===== src/rtl/ff_sync_pkg.sv =====
// Shared constants and helpers for the multi-channel synchroniser/deglitcher.
package ff_sync_pkg;

    typedef enum logic [1:0] {
        EDGE_RISE = 2'd0,
        EDGE_FALL = 2'd1,
        EDGE_BOTH = 2'd2
    } edge_mode_e;

    localparam int unsigned MIN_SYNC_STAGES = 2;
    localparam int unsigned MAX_SYNC_STAGES = 4;
    localparam int unsigned MAX_FILT_CYCLES = 255;
    localparam int unsigned MAX_WIDTH       = 32;

    function automatic logic edge_hit(input edge_mode_e mode, input logic prev, input logic next);
        logic hit;
        case (mode)
            EDGE_RISE: hit = ~prev & next;
            EDGE_FALL: hit = prev & ~next;
            default:   hit = prev ^ next;
        endcase
        return hit;
    endfunction

endpackage


===== src/rtl/ff_sync_deglitch_ch.sv =====
// One channel: synchroniser chain, optional stability filter, edge detect and sticky flag.
module ff_sync_deglitch_ch
    import ff_sync_pkg::*;
#(
    parameter int unsigned SYNC_STAGES = 2,
    parameter int unsigned FILT_CYCLES = 0,
    parameter edge_mode_e  EDGE_MODE   = EDGE_RISE,
    parameter logic        RST_VAL     = 1'b0
) (
    input  logic clk,
    input  logic rst_n,
    input  logic async_in,
    input  logic event_clr,
    output logic sync_out,
    output logic edge_pulse,
    output logic event_flag
);

    (* async_reg = "true" *) logic [SYNC_STAGES-1:0] chain;
    logic s;
    logic level_nxt;

    always_ff @(posedge clk or negedge rst_n) begin
        if (!rst_n) begin
            chain <= {SYNC_STAGES{RST_VAL}};
        end else begin
            chain <= {chain[SYNC_STAGES-2:0], async_in};
        end
    end

    assign s = chain[SYNC_STAGES-1];

    generate
        if (FILT_CYCLES == 0) begin : g_bypass
            // The last chain stage is the output; its next value is the stage before it,
            // which lets the pulse register line up with the output change.
            assign sync_out  = s;
            assign level_nxt = chain[SYNC_STAGES-2];
        end else begin : g_filter
            localparam int unsigned CNT_W = $clog2(FILT_CYCLES + 1);

            logic [CNT_W-1:0] cnt;
            logic [CNT_W-1:0] cnt_nxt;
            logic             level_q;

            always_comb begin
                level_nxt = level_q;
                cnt_nxt   = '0;
                if (s != level_q) begin
                    if (cnt == CNT_W'(FILT_CYCLES - 1)) begin
                        level_nxt = s;
                    end else begin
                        cnt_nxt = cnt + 1'b1;
                    end
                end
            end

            always_ff @(posedge clk or negedge rst_n) begin
                if (!rst_n) begin
                    cnt     <= '0;
                    level_q <= RST_VAL;
                end else begin
                    cnt     <= cnt_nxt;
                    level_q <= level_nxt;
                end
            end

            assign sync_out = level_q;
        end
    endgenerate

    always_ff @(posedge clk or negedge rst_n) begin
        if (!rst_n) begin
            edge_pulse <= 1'b0;
            event_flag <= 1'b0;
        end else begin
            edge_pulse <= edge_hit(EDGE_MODE, sync_out, level_nxt);
            // Set has priority over a clear sampled in the same cycle.
            event_flag <= edge_pulse | (event_flag & ~event_clr);
        end
    end

endmodule


===== src/rtl/ff_sync_deglitch.sv =====
// WIDTH independent asynchronous inputs, each synchronised, deglitched and edge-detected.
module ff_sync_deglitch
    import ff_sync_pkg::*;
#(
    parameter int unsigned      WIDTH       = 4,
    parameter int unsigned      SYNC_STAGES = 2,
    parameter int unsigned      FILT_CYCLES = 0,
    parameter edge_mode_e       EDGE_MODE   = EDGE_RISE,
    parameter logic [WIDTH-1:0] RST_VAL     = '0
) (
    input  logic             clk,
    input  logic             rst_n,
    input  logic [WIDTH-1:0] async_in,
    output logic [WIDTH-1:0] sync_out,
    output logic [WIDTH-1:0] edge_pulse,
    output logic [WIDTH-1:0] event_flag,
    input  logic [WIDTH-1:0] event_clr
);

    generate
        for (genvar i = 0; i < WIDTH; i++) begin : g_ch
            ff_sync_deglitch_ch #(
                .SYNC_STAGES (SYNC_STAGES),
                .FILT_CYCLES (FILT_CYCLES),
                .EDGE_MODE   (EDGE_MODE),
                .RST_VAL     (RST_VAL[i])
            ) u_ch (
                .clk        (clk),
                .rst_n      (rst_n),
                .async_in   (async_in[i]),
                .event_clr  (event_clr[i]),
                .sync_out   (sync_out[i]),
                .edge_pulse (edge_pulse[i]),
                .event_flag (event_flag[i])
            );
        end
    endgenerate

endmodule


===== config.mk =====
export PLATFORM = sky130hd
export DESIGN_NAME = ff_sync_deglitch
export DESIGN_NICKNAME = d
export VERILOG_FILES = /design/src/rtl/ff_sync_pkg.sv /design/src/rtl/ff_sync_deglitch_ch.sv /design/src/rtl/ff_sync_deglitch.sv
export SDC_FILE = /design/constraint.sdc
export NUM_CORES = 1
export LEC_CHECK = 0
export CAP_MARGIN = 20
export CORE_MARGIN = 10
export CORE_UTILIZATION = 40
export DETAILED_ROUTE_END_ITERATION = 6
export PLACE_DENSITY = 0.74
export SETUP_SLACK_MARGIN = 0.5
export SYNTH_ARGS = -nofsm -noshare
export SYNTH_HDL_FRONTEND = slang
export SYNTH_SLANG_ARGS = --single-unit

===== constraint.sdc =====
create_clock -name clk -period 0.8 [get_ports clk]
set_input_delay 0.24 -clock clk [delete_from_list [all_inputs] [get_ports clk]]
set_output_delay 0.24 -clock clk [all_outputs]
set_load 0.05 [all_outputs]

# --- Word level (Yosys, flattened, before mapping) ---
# Cells that the tools add are included.
classes:
  bitwise: 20
ops:
  columns: ["op", "n"]
  rows:
  - ["1-bit AND", 8]
  - ["1-bit inverter", 8]
  - ["1-bit OR", 4]
totals:
  ff_bits: 16
  wordCells: 32

# --- Depth between registers and ports, before layout ---
# Gate-level depths: netlist of run 1.
depth:
  ltp_word: 3
  depth_mapped: 2
  depth_no_buf: 2

# --- Hierarchy ---
# Synthesis of run 1 repeated with hierarchy kept, for this count alone.
unflattened:
  cells_unflattened: 28
  hier_area_um2: 470.5
modules_own_cells:
  columns: ["mod", "n_inst", "cells_each", "area_each_um2", "seq_area_each_um2"]
  rows:
  - ["ff_sync_deglitch_ch", 4, 7, 117.6, 100.1]

# --- Worst setup path after synthesis of run 1 ---
# Ideal clock, no wire load.
synth_timing:
  kind: "reg-to-output"
  startpoint: "register g_ch[0].u_ch.event_flag"
  endpoint: "output event_flag[0]"
  arrival_ns: 0.535
  required_time_ns: 0.560
  path_slack_ns: 0.025
  path_stages_with_launch: 2
  cell_sequence: "dfrtp_1 -> buf_4"
synth_rtl:
  columns: ["item", "line_no", "source"]
  rows:
  - ["start: declaration", "ff_sync_deglitch_ch.sv:16", "output logic event_flag"]
  - ["start signal: assignment", "ff_sync_deglitch_ch.sv:79", "event_flag <= edge_pulse | (event_flag & ~event_clr);"]
  - ["end: declaration", "ff_sync_deglitch.sv:16", "output logic [WIDTH-1:0] event_flag,"]
# No word-level cell between the ends.

# --- Worst setup path in the final report of run 1 ---
layout_timing:
  startpoint: "register g_ch[0].u_ch.edge_pulse"
  endpoint: "output edge_pulse[0]"
layout_rtl:
  columns: ["item", "line_no", "source"]
  rows:
  - ["start: declaration", "ff_sync_deglitch_ch.sv:15", "output logic edge_pulse,"]
  - ["start signal: assignment", "ff_sync_deglitch_ch.sv:77", "edge_pulse <= edge_hit(EDGE_MODE, sync_out, level_nxt);"]
  - ["end: declaration", "ff_sync_deglitch.sv:15", "output logic [WIDTH-1:0] edge_pulse,"]
# No word-level cell between the ends.

==> summary.txt, run 1 <==
RUN STATUS
------------------------------------------------------------------------------------
Outcome                                                                 finished with violations
Failing checks                                                          setup timing

LAYOUT
------------------------------------------------------------------------------------
Area delta synth->final                                                        67.9%
Count of antenna diodes in the layout                                              0
Final design utilization                                                       0.714
Storage element area                                                       400 sq um
Filler Cells Inserted                                                             89
Combined area of the multi-input logic cells                              55.1 sq um
Layout cell share with drive strength beyond 1                                 0.373
Total Nets Final                                                                  70
Count of non-filler cells in the finished layout                                  74

STA
------------------------------------------------------------------------------------
Max Freq                                                                     905 MHz
Worst slew margin relative to its limit                                        0.895
Tcrit/Tclk final                                                                1.38
Final setup viols                                                                 13
Worst-case clock skew                                                     0.00390 ns
Min setup slack post-route                                                 -0.305 ns
Final number of max-transition violations                                          0
RSZ-0062 raised after global routing                                             yes
Post-layout minimum cycle time                                               1.11 ns
Total negative slack for setup checks                                       -3.66 ns
Final hold violations                                                              0
Final-layout worst hold slack                                              0.0500 ns
Transition time at the pin with the least slew margin                       0.158 ns

DRT
------------------------------------------------------------------------------------
Drc violations                                                                     0
Detailed router's first-iteration violation count                                  0
Count of vias placed by the detailed router                                      302
Post-route ant nets                                                                0
Detailed-route wire length per cell                                          12.9 um
Final wirelength                                                              953 um
First-pass iteration count of the detailed router                                  1
Via count normalized by instance count                                          4.08

FLOORPLANNING
------------------------------------------------------------------------------------
Effective utilization at floorplan                                             0.425
I/O pins                                                                          22
Placeable core area                                                     0.00132 sq mm
# rows                                                                            13
Die width                                                                    57.4 um
Die height                                                                   57.4 um
Full die area                                                           0.00330 sq mm

SYNTH
------------------------------------------------------------------------------------
Sequential area share after synthesis                                          0.714
Number of enable flip-flop cells after synthesis                                   0
Predominant post-synthesis flop cell                                    sky130_fd_sc_hd__dfrtp_1
Syn_nets                                                                          50
Warnings from Yosys                                                                0
Top-count cell post-synth                                               sky130_fd_sc_hd__dfrtp_1
Dominant cell type by area after synthesis                              sky130_fd_sc_hd__dfrtp_1
Synth cell types                                                                   5
Top cell types by occurrence after synthesis                            sky130_fd_sc_hd__dfrtp_1, sky130_fd_sc_hd__buf_4, sky130_fd_sc_hd__a21o_1, sky130_fd_sc_hd__inv_1, sky130_fd_sc_hd__nor2b_1
Yosys top cell area share                                                      0.714
Mean instance size in the synthesized netlist                             14.0 sq um
Post-Synthesis Cells                                                              40
Flip-flop and latch count after synthesis                                         16
Ys async rst share                                                              1.00
Most area-consuming cells after synthesis                               sky130_fd_sc_hd__dfrtp_1, sky130_fd_sc_hd__buf_4, sky130_fd_sc_hd__a21o_1, sky130_fd_sc_hd__nor2b_1, sky130_fd_sc_hd__inv_1
Total standard cell area after synthesis                                   561 sq um

CLOCK TREE
------------------------------------------------------------------------------------
Buffer type at the clock tree root                                      sky130_fd_sc_hd__clkbuf_4
TritonCTS clock tree                                                           built
Clock latency on the worst-skew pair                                         0.27 ns
Num Clock Sinks                                                                   16
H-tree depth reported by CTS                                                       1
CTS Hold Buffers Added                                                             0
Clock slew at reported path FFs                                              0.09 ns
Cts bufs inserted                                                                  3
Maximum clock path buffer count                                                    2

GLOBAL ROUTING
------------------------------------------------------------------------------------
Overall overflow remaining after global route                                      0
Via count of the first global-routing pass                                       335
GRT Total Usage                                                               0.0598
Largest net degree at the start of global routing                                 10
Global-route wire length before repair                                       1500 um
Initial antenna violation count                                                    0

WORST SETUP PATH
------------------------------------------------------------------------------------
Slowest-stage cell, CP                                                  sky130_fd_sc_hd__dfrtp_1
R2r startpoint                                                          g_ch[3].u_ch.event_flag$_DFF_PN0_
Maximum fanout count along the critical path                                       2
Crit path arrival time                                                       0.87 ns
Required time of the critical path                                           0.56 ns
Critical path origin                                                    g_ch[0].u_ch.edge_pulse$_DFF_PN0_
Crit path capture type                                                   output port
Count of buffering cells on the critical path with inverters included              1
Startpoint kind of the worst setup timing path                             flip-flop
Crit Path Class                                                         flip-flop to output port
Ordered list of cells on the worst path                                       buf_12
Slowest cell delay on critical path                                          0.43 ns
Cell family contributing the most delay on the critical path              flip-flops

PLACE
------------------------------------------------------------------------------------
Setup Slack @ Placement                                                    -0.224 ns
Global placer's final weighted congestion                                      0.581
Placed Instances                                                                  65
Number of input and output port buffers inserted                                  21

MIN PATH
------------------------------------------------------------------------------------
Type of the worst min-delay path                                        input port to async pin

PWR
------------------------------------------------------------------------------------
Leak Pwr                                                                 0.000488 uW
P per Cell Area                                                         1960 mW/mm^2
Maximum VDD drop                                                             1370 uV

RUN
------------------------------------------------------------------------------------
Max_cap viols                                                                      0

==> report_power, final <==
part | switching (uW) | internal (uW) | leakage (uW)
sequential | 47.0 | 857 | 0.000193
combinational | 195 | 240 | 0.000274
clock | 227 | 276 | 0.0000210
==> logic make-up after synthesis <==
logic type | after synthesis | synth area share
AO/OA/AOI/OAI | 4 | 0.0536
flip-flops | 16 | 0.714
buffers and inverters | 16 | 0.187
AND/OR/NAND/NOR | 4 | 0.0446
==> routing by layer <==
metal | wire, um | GRT usage | vias up
met1 | 309 | 0.0504 | 142
met3 | 99 | 0.0310 | 0
li1 | - | - | 147
met2 | 543 | 0.101 | 13
met5 | 0 | 0 | -
met4 | 0 | 0.0503 | 0
==> area by class of cell <==
cell class | count | area share
repair buffers | 27 | 0.441
flip-flops and latches | 16 | 0.426
multi-input cells | 8 | 0.0585
clock buffers | 4 | 0.0386
well taps | 15 | 0.0199
inverters | 4 | 0.0160
==> path summary, 6_finish.rpt <==
path | end | slack [ns] | cells after the start
setup / recovery | edge_pulse[0] | -0.31 | 1
hold reg to reg | g_ch[2].u_ch.chain[1]$_DFF_PN0_ | 0.38 | 0
min in group clk | g_ch[3].u_ch.chain[0]$_DFF_PN0_ | 0.18 | 1
hold / removal | g_ch[3].u_ch.event_flag$_DFF_PN0_ | 0.05 | 2
max in group asynchronous | g_ch[1].u_ch.chain[1]$_DFF_PN0_ | 0.51 | 2
setup reg to reg | g_ch[3].u_ch.event_flag$_DFF_PN0_ | -0.14 | 3
==> flip-flops by register name, summed over array words and instances, names as in the netlist <==
name,cells
g_ch.u_ch.chain,8
g_ch.u_ch.edge_pulse,4
g_ch.u_ch.event_flag,4
==> through the flow <==
step	cell area (sq um)	total power [uW]
after floorplan	606	1150
after global placement	840	1320
after detailed placement	840	1330
after CTS	908	1840
after global routing	941	1910
final	941	1840
==> placed cells by master, fill, tap and decap left out <==
cell,netlist,final
sky130_fd_sc_hd__dfrtp_1,16,16
sky130_fd_sc_hd__buf_12,0,13
sky130_fd_sc_hd__dlygate4sd2_1,0,6
sky130_fd_sc_hd__inv_1,4,4
sky130_fd_sc_hd__a21o_1,4,4
sky130_fd_sc_hd__nor2b_1,4,4
sky130_fd_sc_hd__clkbuf_4,0,3
sky130_fd_sc_hd__clkdlybuf4s50_1,0,2
sky130_fd_sc_hd__buf_4,12,2
sky130_fd_sc_hd__buf_6,0,2
sky130_fd_sc_hd__clkbuf_8,0,1
sky130_fd_sc_hd__bufbuf_16,0,1
sky130_fd_sc_hd__dlymetal6s2s_1,0,1
==> repair_timing <==
item | 4_1_cts | 5_1_grt
buffers inserted | 1 | 3
endpoints found under the setup margin | 44 | 24
gates resized for setup | 6 | 3
pin swaps | 2 | 2
gates cloned | 1 | 0
(Power assumes the default switching activity.)
==> run 2: changes to the inputs <==
--- a/config.mk
+++ b/config.mk
@@ -8,6 +8,7 @@
 export CAP_MARGIN = 20
 export CORE_MARGIN = 10
 export CORE_UTILIZATION = 40
+export CTS_CLUSTER_SIZE = 10
 export DETAILED_ROUTE_END_ITERATION = 6
 export PLACE_DENSITY = 0.74
 export SETUP_SLACK_MARGIN = 0.5
==> results of run 2 <==
Same layout as run 1: the final DEF is identical, and so are final timing and power.
==> run 3: changes to the inputs <==
--- a/config.mk
+++ b/config.mk
@@ -10,7 +10,7 @@
 export CORE_UTILIZATION = 40
 export CTS_CLUSTER_SIZE = 10
 export DETAILED_ROUTE_END_ITERATION = 6
-export PLACE_DENSITY = 0.74
+export DONT_BUFFER_PORTS = 1
 export SETUP_SLACK_MARGIN = 0.5
 export SYNTH_ARGS = -nofsm -noshare
 export SYNTH_HDL_FRONTEND = slang
==> summary.txt, run 3 (synthesized netlist as in run 1, its figures left out) <==
RUN STATUS
------------------------------------------------------------------------------------
Outcome                                                                 finished with violations   unchanged
Failing checks                                                          hold timing, setup timing   was setup timing

LAYOUT
------------------------------------------------------------------------------------
Most common cell after layout, fill and taps aside                      sky130_fd_sc_hd__dfrtp_1   unchanged
Most used cells in the layout excluding fill and tap cells              sky130_fd_sc_hd__dfrtp_1, sky130_fd_sc_hd__buf_12, sky130_fd_sc_hd__inv_1, sky130_fd_sc_hd__a21o_1, sky130_fd_sc_hd__clkbuf_4   was sky130_fd_sc_hd__dfrtp_1, sky130_fd_sc_hd__buf_12, sky130_fd_sc_hd__dlygate4sd2_1
Count of antenna diodes in the layout                                              0   unchanged
Flip-flop count of the largest register, all copies and words added                8   unchanged
Area delta synth->final                                                        42.0%   was 67.9%
Total Nets Final                                                                  57   was 70
Filler Cells Inserted                                                            101   was 89
Layout cell share with drive strength beyond 1                                 0.435   was 0.373
Final instance area                                                        796 sq um   was 941 sq um
Largest regs                                                            g_ch.u_ch.chain: 8 flops, g_ch.u_ch.edge_pulse: 4 flops, g_ch.u_ch.event_flag: 4 flops   unchanged
Register name with the most flops                                       g_ch.u_ch.chain   unchanged
Storage element area                                                       400 sq um   unchanged
Final design utilization                                                       0.604   was 0.714
Combined area of the multi-input logic cells                              70.1 sq um   was 55.1 sq um

STA
------------------------------------------------------------------------------------
Worst slew margin relative to its limit                                        0.910   was 0.895
Tcrit/Tclk final                                                                1.37   was 1.38
Final-layout worst hold slack                                              -0.356 ns   was 0.0500 ns
Worst-case clock skew                                                    0.000306 ns   was 0.00390 ns
Post-layout minimum cycle time                                               1.10 ns   was 1.11 ns
Transition time at the pin with the least slew margin                       0.135 ns   was 0.158 ns
RSZ-0062 raised after global routing                                             yes   unchanged
Final hold violations                                                             20   was 0
Final number of max-transition violations                                          0   unchanged
Total negative slack for setup checks                                       -3.47 ns   was -3.66 ns
Max Freq                                                                     909 MHz   was 905 MHz
Final setup viols                                                                 12   was 13
Min setup slack post-route                                                 -0.300 ns   was -0.305 ns

DRT
------------------------------------------------------------------------------------
Via count normalized by instance count                                          4.34   was 4.08
Final wirelength                                                              891 um   was 953 um
Post-route ant nets                                                                0   unchanged
Detailed router's first-iteration violation count                                  1   was 0
Drc violations                                                                     0   unchanged
Count of vias placed by the detailed router                                      265   was 302
Detailed-route wire length per cell                                          14.6 um   was 12.9 um
First-pass iteration count of the detailed router                                  2   was 1

WORST SETUP PATH
------------------------------------------------------------------------------------
Crit path capture type                                                   output port   unchanged
Slowest-stage cell, CP                                                  sky130_fd_sc_hd__dfrtp_1   unchanged
Cell family contributing the most delay on the critical path              flip-flops   unchanged
Crit path arrival time                                                       0.86 ns   was 0.87 ns
Maximum fanout count along the critical path                                       2   unchanged
Crit Path Class                                                         flip-flop to output port   unchanged
Count of buffering cells on the critical path with inverters included              1   unchanged
Slowest cell delay on critical path                                          0.42 ns   was 0.43 ns
Setup slack, reg-to-reg                                                         0 ns   was -0.14 ns
Ordered list of cells on the worst path                                       buf_12   unchanged
Required time of the critical path                                           0.56 ns   about the same
Startpoint kind of the worst setup timing path                             flip-flop   unchanged

PLACE
------------------------------------------------------------------------------------
Dpl hpwl                                                                      739 um
Global placer's final weighted congestion                                      0.640   was 0.581
Post-detailed-placement cell area                                          729 sq um   was 840 sq um
Number of input and output port buffers inserted                                   0   was 21

FLOORPLANNING
------------------------------------------------------------------------------------
Die width                                                                    57.4 um   unchanged
Effective utilization at floorplan                                             0.425   unchanged
# rows                                                                            13   unchanged
I/O pins                                                                          22   unchanged
Die height                                                                   57.4 um   unchanged
Placeable core area                                                     0.00132 sq mm   unchanged
Full die area                                                           0.00330 sq mm   unchanged

CLOCK TREE
------------------------------------------------------------------------------------
Cts bufs inserted                                                                  3   unchanged
Clock latency on the worst-skew pair                                         0.28 ns   was 0.27 ns
H-tree depth reported by CTS                                                       1   unchanged
Num Clock Sinks                                                                   16   unchanged
Maximum clock path buffer count                                                    2   unchanged
Clock slew at reported path FFs                                              0.09 ns   about the same
TritonCTS clock tree                                                           built   unchanged
Buffer type at the clock tree root                                      sky130_fd_sc_hd__clkbuf_4   unchanged

GLOBAL ROUTING
------------------------------------------------------------------------------------
Global-route wire length before repair                                       1490 um   was 1500 um
GRT Total Usage                                                               0.0581   was 0.0598
Initial antenna violation count                                                    0   unchanged
Via count of the first global-routing pass                                       305   was 335
Largest net degree at the start of global routing                                 17   was 10
Overall overflow remaining after global route                                      0   unchanged

RUN
------------------------------------------------------------------------------------
Max_cap viols                                                                      0   unchanged

PWR
------------------------------------------------------------------------------------
Leak Pwr                                                                 0.000405 uW   was 0.000488 uW
P per Cell Area                                                         2220 mW/mm^2   was 1960 mW/mm^2
Maximum VDD drop                                                             1240 uV   was 1370 uV

MIN PATH
------------------------------------------------------------------------------------
Type of the worst min-delay path                                        input port to async pin   unchanged

run 3: per-layer routing:
layer	global-route usage	up-vias	part of all wire
li1	-	121	-
met1	0.0556	126	0.35
met2	0.0798	18	0.47
met3	0.0575	0	0.18
met4	0.0302	0	0
met5	0	-	0
run 3: per-stage QoR:
| stage | worst slack, ns | cells | total power (uW) |
|---|---|---|---|
| 2_1_floorplan | 0.0468 | 40 | 1150 |
| 3_3_place_gp | 0.0123 | 55 | 1250 |
| 3_5_place_dp | 0.00181 | 55 | 1260 |
| 4_1_cts | -0.319 | 60 | 1780 |
| 5_1_grt | -0.343 | 61 | 1850 |
| 6_report | -0.300 | 61 | 1760 |
run 3: final cells by class:
cell class,instances,share of cell area
tap,15,0.0236
sequential,16,0.503
timing repair buffer,14,0.321
multi-input combinational,8,0.0881
clock buffer,4,0.0456
inverter,4,0.0189
run 3: path summary, 6_finish.rpt:
check                                             startpoint                                end  cells after the start
setup / recovery           g_ch[0].u_ch.event_flag$_DFF_PN0_                      event_flag[0]                      1
hold / removal                                         rst_n    g_ch[0].u_ch.chain[0]$_DFF_PN0_                      0
setup reg to reg           g_ch[3].u_ch.event_flag$_DFF_PN0_  g_ch[3].u_ch.event_flag$_DFF_PN0_                      2
hold reg to reg              g_ch[1].u_ch.chain[0]$_DFF_PN0_    g_ch[1].u_ch.chain[1]$_DFF_PN0_                      0
max in group asynchronous                              rst_n  g_ch[2].u_ch.edge_pulse$_DFF_PN0_                      0
min in group clk                                 async_in[1]    g_ch[1].u_ch.chain[0]$_DFF_PN0_                      0
run 3: where the power goes:
group          leakage, uW  switching (uW)  internal (uW)
logic             0.000191             173            177
registers         0.000193            43.7            857
clock network    0.0000210             235            277
total             0.000405             452           1310
run 3: what timing repair did:
| item | in CTS | in global routing |
|---|---|---|
| resized for setup | 0 | 3 |
| hold endpoints to repair | 20 | 20 |
| pin swaps | 0 | 1 |
| setup endpoints to repair | 24 | 24 |
| buffers inserted | 1 | 1 |
